### config.mk
export PLATFORM = sky130hd
export DESIGN_NAME = scan_move_sequencer
export DESIGN_NICKNAME = d
export VERILOG_FILES = /design/src/rtl/scan_move_sequencer.sv
export SDC_FILE = /design/constraint.sdc
export NUM_CORES = 1
export LEC_CHECK = 0
export CAP_MARGIN = 20
export CORE_UTILIZATION = 45
export DETAILED_ROUTE_END_ITERATION = 7
export PLACE_DENSITY = 0.7
export SYNTH_ARGS = -nofsm -noshare
export SYNTH_HDL_FRONTEND = slang
export SYNTH_SLANG_ARGS = --single-unit
### constraint.sdc
create_clock -name clock -period 4.9 [get_ports clock]
set_clock_uncertainty 0.05 [all_clocks]
set_input_delay 0.98 -clock clock [delete_from_list [all_inputs] [get_ports clock]]
set_output_delay 0.98 -clock clock [all_outputs]
set_load 0.05 [all_outputs]
### src/rtl/scan_move_sequencer.sv
// scan_move_sequencer: issues the cube moves needed between colour-scan
// observations to the motor driver, one handshaked move at a time. After a
// mechanical settle period it reports the colour sensors as stable.
module scan_move_sequencer #(
  parameter int unsigned SETTLE_CYCLES = 16,
  parameter int unsigned STEPS         = 48
) (
  input  logic       clock,
  input  logic       reset,
  input  logic       send_setup_moves,
  input  logic [5:0] counter,
  output logic       move_valid,
  output logic [4:0] move_code,
  input  logic       move_ready,
  input  logic       motor_done,
  output logic       color_sensor_stable,
  output logic       busy,
  output logic       scan_restored,
  output logic       bad_request
);

  localparam logic [5:0]  STEPS_C  = 6'(STEPS);
  localparam logic [15:0] SETTLE_C = 16'(SETTLE_CYCLES);

  typedef enum logic [2:0] {
    IDLE      = 3'd0,
    ISSUE     = 3'd1,
    WAIT_DONE = 3'd2,
    SETTLE    = 3'd3,
    STABLE    = 3'd4,
    CLOSED    = 3'd5
  } state_t;

  // Number of moves in the entry sequence of group g.
  function automatic logic [3:0] entry_len(input logic [3:0] g);
    case (g)
      4'd1, 4'd2, 4'd3, 4'd4, 4'd5: entry_len = 4'd2;
      4'd7, 4'd8, 4'd9, 4'd10:      entry_len = 4'd6;
      4'd11:                        entry_len = 4'd4;
      default:                      entry_len = 4'd0;
    endcase
  endfunction

  // Entry sequence of group g, first move in the low five bits.
  function automatic logic [29:0] entry_seq(input logic [3:0] g);
    case (g)
      4'd1:    entry_seq = {20'd0, 5'b10010, 5'b01001};
      4'd2:    entry_seq = {20'd0, 5'b01101, 5'b00110};
      4'd3:    entry_seq = {20'd0, 5'b10001, 5'b01010};
      4'd4:    entry_seq = {20'd0, 5'b01110, 5'b00101};
      4'd5:    entry_seq = {20'd0, 5'b01111, 5'b00111};
      4'd7:    entry_seq = {5'b10010, 5'b01001, 5'b00001, 5'b00101, 5'b10010, 5'b01001};
      4'd8:    entry_seq = {5'b01101, 5'b00110, 5'b00010, 5'b01001, 5'b01101, 5'b00110};
      4'd9:    entry_seq = {5'b10001, 5'b01010, 5'b00001, 5'b01101, 5'b10001, 5'b01010};
      4'd10:   entry_seq = {5'b01110, 5'b00101, 5'b00001, 5'b10010, 5'b01110, 5'b00101};
      4'd11:   entry_seq = {10'd0, 5'b10011, 5'b01011, 5'b00111, 5'b01111};
      default: entry_seq = 30'd0;
    endcase
  endfunction

  // Move k of the entry sequence of group g.
  function automatic logic [4:0] entry_move(input logic [3:0] g, input logic [3:0] k);
    logic [29:0] sh;
    sh = entry_seq(g) >> ({1'b0, k} * 5'd5);
    entry_move = sh[4:0];
  endfunction

  // Inverse turn: CW and CCW swap, half turn unchanged.
  function automatic logic [4:0] invert_move(input logic [4:0] m);
    invert_move = {m[4:2], m[0], m[1]};
  endfunction

  // Total move-list length for request c: U CW, then exit, then entry.
  function automatic logic [3:0] list_len(input logic [5:0] c);
    logic       has_u;
    logic       div;
    logic [3:0] g;
    logic [3:0] exl;
    logic [3:0] enl;
    has_u = (c != 6'd0);
    div   = (c[1:0] == 2'b00);
    g     = c[5:2];
    exl   = (div && has_u) ? entry_len(g - 4'd1) : 4'd0;
    enl   = (div && (c < STEPS_C)) ? entry_len(g) : 4'd0;
    list_len = {3'b000, has_u} + exl + enl;
  endfunction

  // Move idx of the list for request c.
  function automatic logic [4:0] move_at(input logic [5:0] c, input logic [3:0] idx);
    logic       has_u;
    logic       div;
    logic [3:0] g;
    logic [3:0] exl;
    logic [3:0] j;
    has_u = (c != 6'd0);
    div   = (c[1:0] == 2'b00);
    g     = c[5:2];
    exl   = (div && has_u) ? entry_len(g - 4'd1) : 4'd0;
    j     = idx - {3'b000, has_u};
    if (has_u && (idx == 4'd0)) begin
      move_at = 5'b00001;
    end else if (j < exl) begin
      move_at = invert_move(entry_move(g - 4'd1, exl - 4'd1 - j));
    end else begin
      move_at = entry_move(g, j - exl);
    end
  endfunction

  state_t      state_r, state_s;
  logic [5:0]  c_r, c_s;
  logic [3:0]  idx_r, idx_s;
  logic [15:0] cnt_r, cnt_s;
  logic        valid_r, valid_s;
  logic [4:0]  code_r, code_s;
  logic        stable_r, stable_s;
  logic        busy_r, busy_s;
  logic        restored_r, restored_s;
  logic        bad_r, bad_s;

  logic        idle_like_s;
  logic        accept_s;
  logic [3:0]  len_in_s;
  logic [3:0]  len_cur_s;
  logic [4:0]  first_move_s;
  logic [4:0]  next_move_s;

  assign idle_like_s  = (state_r == IDLE) || (state_r == STABLE);
  assign accept_s     = send_setup_moves && idle_like_s && (counter <= STEPS_C);
  assign len_in_s     = list_len(counter);
  assign len_cur_s    = list_len(c_r);
  assign first_move_s = move_at(counter, 4'd0);
  assign next_move_s  = move_at(c_r, idx_r + 4'd1);

  // Next-state and next-output logic of the sequencing FSM.
  always_comb begin
    state_s    = state_r;
    c_s        = c_r;
    idx_s      = idx_r;
    cnt_s      = cnt_r;
    valid_s    = valid_r;
    code_s     = code_r;
    stable_s   = stable_r;
    busy_s     = busy_r;
    restored_s = restored_r;
    // Busy states swallow strobes silently; CLOSED and out-of-range are flagged.
    if (send_setup_moves && ((state_r == CLOSED) || (idle_like_s && (counter > STEPS_C)))) begin
      bad_s = 1'b1;
    end else begin
      bad_s = 1'b0;
    end
    case (state_r)
      IDLE, STABLE: begin
        if (accept_s) begin
          c_s      = counter;
          idx_s    = 4'd0;
          cnt_s    = 16'd0;
          stable_s = 1'b0;
          busy_s   = 1'b1;
          if (len_in_s != 4'd0) begin
            state_s = ISSUE;
            valid_s = 1'b1;
            code_s  = first_move_s;
          end else begin
            state_s = SETTLE;
          end
        end else begin
          state_s = state_r;
        end
      end
      ISSUE: begin
        if (move_ready) begin
          state_s = WAIT_DONE;
          valid_s = 1'b0;
        end else begin
          state_s = ISSUE;
        end
      end
      WAIT_DONE: begin
        if (motor_done) begin
          if ((idx_r + 4'd1) < len_cur_s) begin
            state_s = ISSUE;
            idx_s   = idx_r + 4'd1;
            valid_s = 1'b1;
            code_s  = next_move_s;
          end else if (c_r == STEPS_C) begin
            state_s    = CLOSED;
            restored_s = 1'b1;
            busy_s     = 1'b0;
          end else begin
            state_s = SETTLE;
            cnt_s   = 16'd0;
          end
        end else begin
          state_s = WAIT_DONE;
        end
      end
      SETTLE: begin
        if (cnt_r >= SETTLE_C) begin
          state_s  = STABLE;
          stable_s = 1'b1;
          busy_s   = 1'b0;
        end else if (cnt_r != 16'hFFFF) begin
          cnt_s = cnt_r + 16'd1;
        end else begin
          cnt_s = cnt_r;
        end
      end
      CLOSED: begin
        state_s = CLOSED;
      end
      default: begin
        state_s    = IDLE;
        valid_s    = 1'b0;
        stable_s   = 1'b0;
        busy_s     = 1'b0;
        restored_s = 1'b0;
      end
    endcase
  end

  // State and registered-output flops with asynchronous reset.
  always_ff @(posedge clock or posedge reset) begin
    if (reset) begin
      state_r    <= IDLE;
      c_r        <= 6'd0;
      idx_r      <= 4'd0;
      cnt_r      <= 16'd0;
      valid_r    <= 1'b0;
      code_r     <= 5'd0;
      stable_r   <= 1'b0;
      busy_r     <= 1'b0;
      restored_r <= 1'b0;
      bad_r      <= 1'b0;
    end else begin
      state_r    <= state_s;
      c_r        <= c_s;
      idx_r      <= idx_s;
      cnt_r      <= cnt_s;
      valid_r    <= valid_s;
      code_r     <= code_s;
      stable_r   <= stable_s;
      busy_r     <= busy_s;
      restored_r <= restored_s;
      bad_r      <= bad_s;
    end
  end

  assign move_valid          = valid_r;
  assign move_code           = code_r;
  assign color_sensor_stable = stable_r;
  assign busy                = busy_r;
  assign scan_restored       = restored_r;
  assign bad_request         = bad_r;

endmodule

**Yosys cells after proc, flatten, opt, wreduce, memory -nomap -nowiden**

Memories as Yosys holds them, arrays and structs flattened.
Cells that the tools add are included.

- Flip-flop bits (word level): 39
- Bits in read-only memories: 1856
- Input port bits: 11
- Output and inout port bits: 10
- Logic and storage cells: 170
- Memories: 10

Memory list:

| memory | words | bits a word | read ports | clocked after Yosys merged registers in | wr ports | line | text |
|---|---|---|---|---|---|---|---|
| (no name shown) | 16 | 26 | 1 | 0 | 0 | 46 | `case (g)` |
| (no name shown) | 16 | 26 | 1 | 0 | 0 | 46 |  |
| (no name shown) | 16 | 26 | 1 | 0 | 0 | 46 |  |
| (no name shown) | 16 | 26 | 1 | 0 | 0 | 46 |  |
| (no name shown) | 16 | 2 | 1 | 0 | 0 | 36 | `case (g)` |
| (no name shown) | 16 | 2 | 1 | 0 | 0 | 36 |  |
| 4 more memories | n/a | n/a | n/a | n/a | n/a | n/a |  |

- Add/sub/neg operators: 16
- Multipliers: 4
- $lt $le $gt $ge: 8
- Equality and inequality tests: 18
- Shift operators: 4
- Mux-type cells: 62
- Bitwise operators: 4
- Reduce and logical (&&, ||, !) cells: 34

Operator list:

| kind | count |
|---|---|
| two-way mux 30 bit | 8 |
| >> shifter 30 x 5 -> 5 bit | 4 |
| two-way mux 16 bit | 6 |
| case mux 16 bit (3 select lines) | 1 |
| two-way mux 5 bit | 8 |
| two-way mux 4 bit | 9 |
| inequality test 2 bit, second input constant | 11 |
| multiplier 4 x 3 -> 5 bit, second input constant | 4 |
| adder 16 x 1 -> 16 bit, second input constant | 1 |
| greater-or-equal comparator 16 x 5 -> 1 bit, second input constant | 1 |
| two-way mux 1 bit | 16 |
| inequality test 16 bit, second input constant | 1 |
| subtractor 4 x 1 -> 4 bit, second input constant | 4 |
| subtractor 4 bit | 4 |
| two-way mux 3 bit | 5 |
| case mux 3 bit (5 select lines) | 1 |
| less-than comparator 4 bit | 3 |
| less-than comparator 6 bit, second input constant | 2 |
| AND reduction 6 bit | 2 |
| nonzero test 6 bit | 2 |
| case mux 5 bit (2 select lines) | 1 |
| logical AND 1 bit | 9 |
| adder 1 x 4 -> 4 bit | 2 |
| adder 4 bit | 2 |
| other kinds (30) | 43 |

**Longest topological paths before layout**

Gate-level depths: netlist of the first run.

- Word-level depth: 12
- Depth in mapped cells: 26
- Depth with buffers taken out: 22

**Worst setup path before layout of the first run**

Ideal clock, no wire load.

- Kind: input -> register
- Start: input port counter[3]
- End: register code_r[2] (netlist: move_code[2])
- Setup time: 139 ps
- Arrival time: 6022 ps
- Data required time: 4711 ps
- Path slack: -1310 ps
- Stages: 24
- Buffers on the path: 7
- Cell sequence: buf_6 inv_1 ha_1 inv_1 ha_1 clkbuf_1 clkbuf_1 nor2b_1 nor3b_1 a21oi_1 nor4_1 ha_1 inv_1 clkbuf_1 clkbuf_1 ha_1 ha_1 clkbuf_1 clkbuf_1 nor2_1 a211o_1 a221o_1 a41oi_1 o41ai_1

- Cells in the longest elaborated chain, start to end: 12
- Elaborated cells between the ends (all ways): 39
- Those cells by class: add/sub: 7; mul: 2; order compare: 3; eq/ne: 2; shift: 2; mux: 12; reduce/logical: 6; memory: 5

RTL lines:

| what | line | text |
|---|---|---|
| start: declaration | 11 | `input logic [5:0] counter,` |
| subtractor 4 x 1 -> 4 bit / nonzero test 6 bit (equally long branches) | n/a |  |
| memory (16 x 2 bit) / logical AND 1 bit (equally long branches) | n/a |  |
| two-way mux 4 bit | 98 | `exl = (div && has_u) ? entry_len(g - 4'd1) : 4'd0;` |
| subtractor 4 x 1 -> 4 bit | 103 | `move_at = invert_move(entry_move(g - 4'd1, exl - 4'd1 - j));` |
| subtractor 4 bit | 103 |  |
| multiplier 4 x 3 -> 5 bit | 64 | `sh = entry_seq(g) >> ({1'b0, k} * 5'd5);` |
| >> shifter 30 x 5 -> 5 bit | 64 |  |
| two-way mux 5 bit | 102 | `end else if (j < exl) begin` |
| two-way mux 5 bit | 100 | `if (has_u && (idx == 4'd0)) begin` |
| two-way mux 5 bit | 159 | `if (len_in_s != 4'd0) begin` |
| two-way mux 5 bit | 153 | `if (accept_s) begin` |
| case mux 5 bit (2 select lines) | 151 | `case (state_r)` |
| end signal: assignment | 240 | `code_r <= code_s;` |
| end: declaration | 114 | `logic [4:0] code_r, code_s;` |

Several ways; a longest one is shown, not always the timed one. The select of a mux whose other input is x is not followed.
A chain may end at the register's enable or synchronous reset.

**Worst setup path after layout of the first run**

- Start: input port counter[2]
- End: register code_r[1] (netlist: move_code[1])

The elaborated chain is that of the path after synthesis.

==> parameters.txt, run 1 <==
Parameter                              Value

Setup path
  Source of the critical timing path ... counter[2]
  Category of the most critical setup path ... input port to flop
  Data arrival time of the worst path ... roughly 5 ns
  Critical path required time ... 5.03 ns
  Worst r2r src ... c_r[2]$_DFFE_PP0P_
  Cells along the critical path ... buf_6 -> clkinvlp_4 -> ha_4 -> inv_4 -> ha_4 -> nor2b_4 -> nor3b_4 -> a21oi_2 -> nor4_4 -> ha_2 -> inv_2 -> fa_2 -> xnor2_2 -> ha_4 -> ha_4 -> xnor2_4 -> xnor2_4 -> buf_4 -> a2111oi_4 -> a211oi_2 -> a2111o_1 -> o311ai_1
  Crit path capture type ... flop
  Master of the slowest instance on the critical path ... a2111o_1
  Family with the most delay on the worst path ... adder cells
  CP Buf/Inv Count ... 5
  Highest cell delay on the worst timing path ... ~0.42 ns
  Critical Path Fanout Max ... 6
  Register-to-register setup slack ... approximately 0.23 ns
  Worst path most repeated cell ... ha_4
  Crit start category ... input port

CTS
  Clock root buffer master ... clkbuf_16
  Clock-pin transition on the worst setup and hold timing paths ... about 0.060 ns
  Clock buffer count from CTS ... 5
  H-tree lvl count ... 2
  Hold_buf cts ... 0
  Worst-Skew Late Latency ... between 0.2 and 0.3 ns
  TritonCTS clock tree ... done
  Sinks on the clock net ... 39
  Number of buffers between clock root and the deepest sink ... 2

Finish
  Register cell area after layout ... a little under 1000 um^2
  Area occupied by multi-input gates ... about 6400 um^2
  Area delta synth->final ... 22.9%
  Cell Count, Final, Fillers Out ... approximately 1400
  Top library cells by usage in the layout, fill and taps aside ... buf_4, nor2_1, nand2_1
  Layout net count ... roughly 1200
  Diodes inserted ... 0
  Most common library cell in the layout ignoring fill and taps ... buf_4
  Fill count ... around 1500
  Fraction of final layout cells sized beyond drive strength 1 ... 0.215

Yosys
  Ranking of synthesized cells by area ... dfrtp_1, ha_1, nor2_1
  Post-synth top flop ... dfrtp_1
  Synth area leader ... dfrtp_1
  Area fraction of the dominant cell type after synthesis ... 0.128
  Post-Synthesis Cells ... approximately 1100
  Post-synthesis net count ... 1144
  Flip-flop and latch count after synthesis ... 39
  Total standard cell area after synthesis ... 7610 um^2
  Per-instance average area after synthesis ... ~7 um^2
  Post-synthesis cell type count ... 95
  Proportion of synthesized flip-flops having asynchronous set or reset ... 1.00
  Sequential share of the synthesized area ... 0.128
  Number of flops mapped to enable cells by yosys ... 0
  Number of warnings reported in the yosys synthesis log ... 0

Routing
  1st-iter DRT viols ... about 1200
  Via density per instance ... between 6 and 7
  WL/cell ... 20.0 um
  DRC Markers ... 0
  Total wire length ... 27500 um
  First-pass detailed-route iteration total ... 6
  Antenna viol nets, final ... 0
  Number of vias after detailed routing ... 9137

Outcome
  Status ... complete, no violations

Floorplan
  Y dimension of the die ... around 130 um
  Core footprint ... about 17000 um^2
  Width of the chip ... around 130 um
  Cell Rows ... 47
  Die area ... 17400 um^2
  Effective utilization at floorplan ... 0.460
  I/O Pins ... 21

GRT
  Combined global-route utilization of all metal layers ... 0.309
  Vias in the first global route ... slightly above 8000
  First-pass GRT wire length ... between 40000 and 50000 um
  Global route overflow ... 0
  Antenna violations before repair ... 0
  Maximum number of pins on one net before global-route repair ... slightly above 50

Placed design
  Gpl congestion ... 1.00
  Worst setup timing slack at the placement stage ... -0.761 ns
  HPWL after detailed placement ... between 20000 and 25000 um
  Cell count after placement ... approximately 1400
  # port buffers ... 20

STA
  Share of the clock period used by the worst path after layout ... 0.974
  Final worst path period need ... around 4.8 ns
  Achievable clock frequency ... roughly 210 MHz
  Number of hold violations in the final report ... 0
  Worst slew margin ... 0.483
  Worst Setup Slack, final ... about 0.13 ns
  Slew Limit Fails ... 0
  Measured slew at the worst slew-check pin ... approximately 0.77 ns
  Finish-stage setup viols ... 0

Worst hold path
  Worst Hold Launch ... cnt_r[15]$_DFFE_PP0P_
  Type of the most critical hold path ... flop to flop

Run
  Max-cap check violation count ... 0
metal layers:
| layer | share of wire | vias up | global-route usage |
|---|---|---|---|
| li1 | - | 4255 | - |
| met1 | 0.43 | 4301 | 0.433 |
| met2 | 0.45 | 509 | 0.481 |
| met3 | 0.080 | 72 | 0.0427 |
| met4 | 0.035 | 0 | 0.112 |
| met5 | 0 | - | 0 |
logic make-up (layout without fill, tap and decap cells):
kind of cell,after synthesis,after routing,share of synthesized area
buffers and inverters,141,217,0.0768
AOI/OAI and AO/OA,392,392,0.365
DFF,39,39,0.128
adders and majority gates,52,52,0.0915
xor gates and xnor gates,27,27,0.0311
and+or+nand+nor,404,404,0.267
muxes,26,26,0.0408
state kept, by name, indices dropped and copies added (netlist names):
signal / flops
color_sensor_stable: 1
bad_request: 1
c_r: 6
state_r: 3
scan_restored: 1
idx_r: 4
move_code: 5
move_valid: 1
busy: 1
cnt_r: 16
stage by stage:
stage	hold WS, ns	setup TNS [ns]	area, um^2	util
floorplan	0.414	-0.489	7870	-
global placement	0.429	-3.08	8920	0.540
global route	0.472	-0.0199	9350	0.566
detailed placement	0.442	-3.54	8920	0.540
CTS	0.455	0	9190	0.556
finish	0.450	0	9350	0.566
cell usage after synthesis (5+ instances only):
cell type / count
o221ai_1: 8
nor3b_1: 7
o22ai_1: 15
nand2_1: 102
ha_1: 46
o21a_1: 12
a31oi_1: 30
a21o_1: 13
nor2b_1: 17
xor2_1: 9
a21oi_1: 69
nand2b_1: 24
o311a_1: 5
mux2i_1: 13
fa_1: 6
and3_1: 8
nor2_1: 106
o211ai_1: 21
nand4_1: 18
dfrtp_1: 39
buf_1: 8
nor4_1: 10
a211o_1: 13
clkbuf_1: 64
o31ai_1: 9
a221oi_1: 8
nand3b_1: 8
buf_2: 20
or3_1: 5
mux2_2: 10
a211oi_1: 15
a311oi_1: 8
nor3_1: 35
and2_1: 6
o311ai_0: 14
o21ai_0: 67
nand3_1: 31
inv_1: 42
a22oi_1: 5
xnor2_1: 18
a2111oi_0: 8
o32ai_1: 7
cell type report:
cell class,instances,share of cell area
clock buffer,5,0.0134
multi-input combinational,901,0.689
sequential,39,0.104
clock inverter,3,0.00254
tap,220,0.0294
inverter,45,0.0197
timing repair buffer,164,0.142
path summary, 6_finish.rpt:
kind                                            end  cells after the start
max                        move_code[1]$_DFFE_PP0P_                     22
min                           cnt_r[15]$_DFFE_PP0P_                      1
max reg2reg                move_code[1]$_DFFE_PP0P_                     19
min reg2reg                   cnt_r[15]$_DFFE_PP0P_                      1
max in group asynchronous      cnt_r[1]$_DFFE_PP0P_                      3
min in group asynchronous      cnt_r[8]$_DFFE_PP0P_                      3
what timing repair did:
| item | 4_1_cts | 5_1_grt |
|---|---|---|
| setup endpoints to repair | 5 | 5 |
| pin swaps | 17 | 20 |
| gates resized for setup | 27 | 38 |
| setup buffers | 1 | 5 |
Power of run 1 is left out: the tool's default activity adds up to more than one toggle a clock period on the data nets, which glitch-free logic cannot reach.
==> run 2, diff against run 1 <==
--- a/config.mk
+++ b/config.mk
@@ -8,7 +8,9 @@
 export CAP_MARGIN = 20
 export CORE_UTILIZATION = 45
 export DETAILED_ROUTE_END_ITERATION = 7
-export PLACE_DENSITY = 0.7
+export DONT_BUFFER_PORTS = 1
+export PLACE_DENSITY = 0.68
+export SLEW_MARGIN = 40
 export SYNTH_ARGS = -nofsm -noshare
 export SYNTH_HDL_FRONTEND = slang
 export SYNTH_SLANG_ARGS = --single-unit
==> run 2 against run 1 <==
Design area down 6.9%. Via count down 2.3%. Global-route usage down 0.55 points. Utilization shrank 3.9 points. Clock-buffer cell count is the same. Sequential share of layout area rose by 0.78 points. Wire length is 2.1% lower. Worst setup slack gained 0.073 ns. Final cell count shrank 3.8%. Non-clock buffer count fell by 52. Critical path type unchanged. Largest cell class unchanged. Highest routed layer unchanged.
==> parameters.txt, run 2 (synthesis results as in run 1) <==
Parameter                              Value

Finish
  Most common library cell in the layout ignoring fill and taps ... buf_4
  Largest register FFs ... 16
  Most flop-heavy register ... cnt_r
  Cell Count, Final, Fillers Out ... approximately 1300
  Area delta synth->final ... 14.4%
  Fraction of final layout cells sized beyond drive strength 1 ... 0.171
  Diodes inserted ... 0
  Layout net count ... approximately 1200
  Top library cells by usage in the layout, fill and taps aside ... buf_4, nor2_1, nand2_1
  Final core utilization ... 0.527
  Post-layout instance area ... 8700 um^2

CTS
  TritonCTS clock tree ... done
  Clock buffer count from CTS ... 5
  Number of buffers between clock root and the deepest sink ... 2
  Sinks on the clock net ... 39
  Clock root buffer master ... clkbuf_16
  Clock-pin transition on the worst setup and hold timing paths ... 0.06 ns
  Worst-Skew Late Latency ... 0.29 ns
  H-tree lvl count ... 2

Floorplan
  Cell Rows ... 47
  Die area ... between 15000 and 20000 um^2
  Effective utilization at floorplan ... 0.460
  I/O Pins ... 21
  Width of the chip ... 132 um
  Y dimension of the die ... approximately 130 um
  Core footprint ... 16500 um^2

Setup path
  Data arrival time of the worst path ... 4.83 ns
  Cell count of the worst reg-to-reg path ... 20
  Crit path capture type ... flop
  Category of the most critical setup path ... input port to flop
  Critical path required time ... 5.03 ns
  Critical Path Fanout Max ... 15
  Crit start category ... input port

STA
  Achievable clock frequency ... 213 MHz
  Final worst path period need ... around 4.7 ns
  Finish-stage setup viols ... 0
  Measured slew at the worst slew-check pin ... about 0.8 ns
  Number of hold violations in the final report ... 0
  Slew Limit Fails ... 0
  Worst slew margin ... 0.476
  Share of the clock period used by the worst path after layout ... 0.959

Routing
  Number of vias after detailed routing ... about 8900
  DRC Markers ... 0
  First-pass detailed-route iteration total ... 7
  1st-iter DRT viols ... about 1100
  Total wire length ... around 27000 um
  Via density per instance ... 6.74
  WL/cell ... between 20 and 25 um
  Antenna viol nets, final ... 0

Run
  Max-cap check violation count ... 0

Worst hold path
  Depth of the worst hold-timing path ... 1
  Type of the most critical hold path ... flop to flop

Placed design
  Gpl congestion ... about 1
  HPWL after detailed placement ... 19900 um
  # port buffers ... 0
  Total placed instance area ... around 8400 um^2
  Cell count after placement ... ~1300

GRT
  Maximum number of pins on one net before global-route repair ... 73
  Combined global-route utilization of all metal layers ... 0.303
  Global route overflow ... 0
  Vias in the first global route ... a little over 8000
  Antenna violations before repair ... 0
  First-pass GRT wire length ... around 43000 um

Outcome
  Status ... complete, no violations
-- run 2: cell types whose count changed in the layout (fill, tap and decap cells not counted), sizes merged, moves of 3 or more --
cell           delta
buf              -34
clkinv            +3
clkinvlp          -3
clkdlybuf4s50    -16
-- run 2: path summary, 6_finish.rpt --
path                       slack, ns             startpoint                  endpoint
setup / recovery                0.20             counter[2]  move_code[1]$_DFFE_PP0P_
hold / removal                  0.45  cnt_r[15]$_DFFE_PP0P_     cnt_r[15]$_DFFE_PP0P_
setup reg to reg                0.21     c_r[3]$_DFFE_PP0P_  move_code[4]$_DFFE_PP0P_
hold reg to reg                 0.45  cnt_r[15]$_DFFE_PP0P_     cnt_r[15]$_DFFE_PP0P_
max in group asynchronous       3.79                  reset  move_code[4]$_DFFE_PP0P_
min in group asynchronous       0.65                  reset    move_valid$_DFFE_PP0P_
-- run 2: metrics by stage --
stage	hold WS (ns)	setup TNS [ns]	worst slack [ns]
after floorplan	0.414	-0.489	-0.168
after global placement	0.438	0	0.0353
after detailed placement	0.446	-0.0823	-0.0663
after CTS	0.459	0	0.0437
after global routing	0.475	-0.0145	-0.0135
final	0.451	0	0.203
-- run 2: routing by layer --
metal	vias up	global-route usage	part of all wire
met5	-	0	0
met1	4165	0.429	0.43
met4	0	0.0872	0.029
met2	543	0.472	0.44
li1	4140	-	-
met3	81	0.0492	0.10
-- run 2: cell type report --
type	count	area [um^2]
clock buffers	5	125
clock inverters	3	43.8
fillers	1582	7820
inverters	45	180
multi-input cells	901	6260
flip-flops and latches	39	976
well taps	220	275
repair buffers	112	841
-- run 2: worst max-delay path, cell delays in order --
cell and delay [ns]:
clkinvlp_4 0.08, ha_4 0.18, inv_4 0.06, ha_4 0.20
buf_4 0.13, buf_4 0.18, a21oi_2 0.14, o211ai_1 0.12
buf_4 0.18, fa_1 0.41, xnor2_1 0.14, ha_1 0.28
ha_1 0.23, xnor2_2 0.25, xnor2_2 0.17, buf_4 0.17
a311oi_1 0.23, nand3_1 0.11, o311a_1 0.14, a2111o_1 0.36
o311ai_1 0.07
-- run 2: repair_timing --
item	in CTS	in global routing
setup buffers	0	4
gates resized for setup	0	8
hold buffers	0	0
endpoints found under the hold margin	0	0
setup endpoints to repair	0	8
Power of run 2 is left out for the same reason.
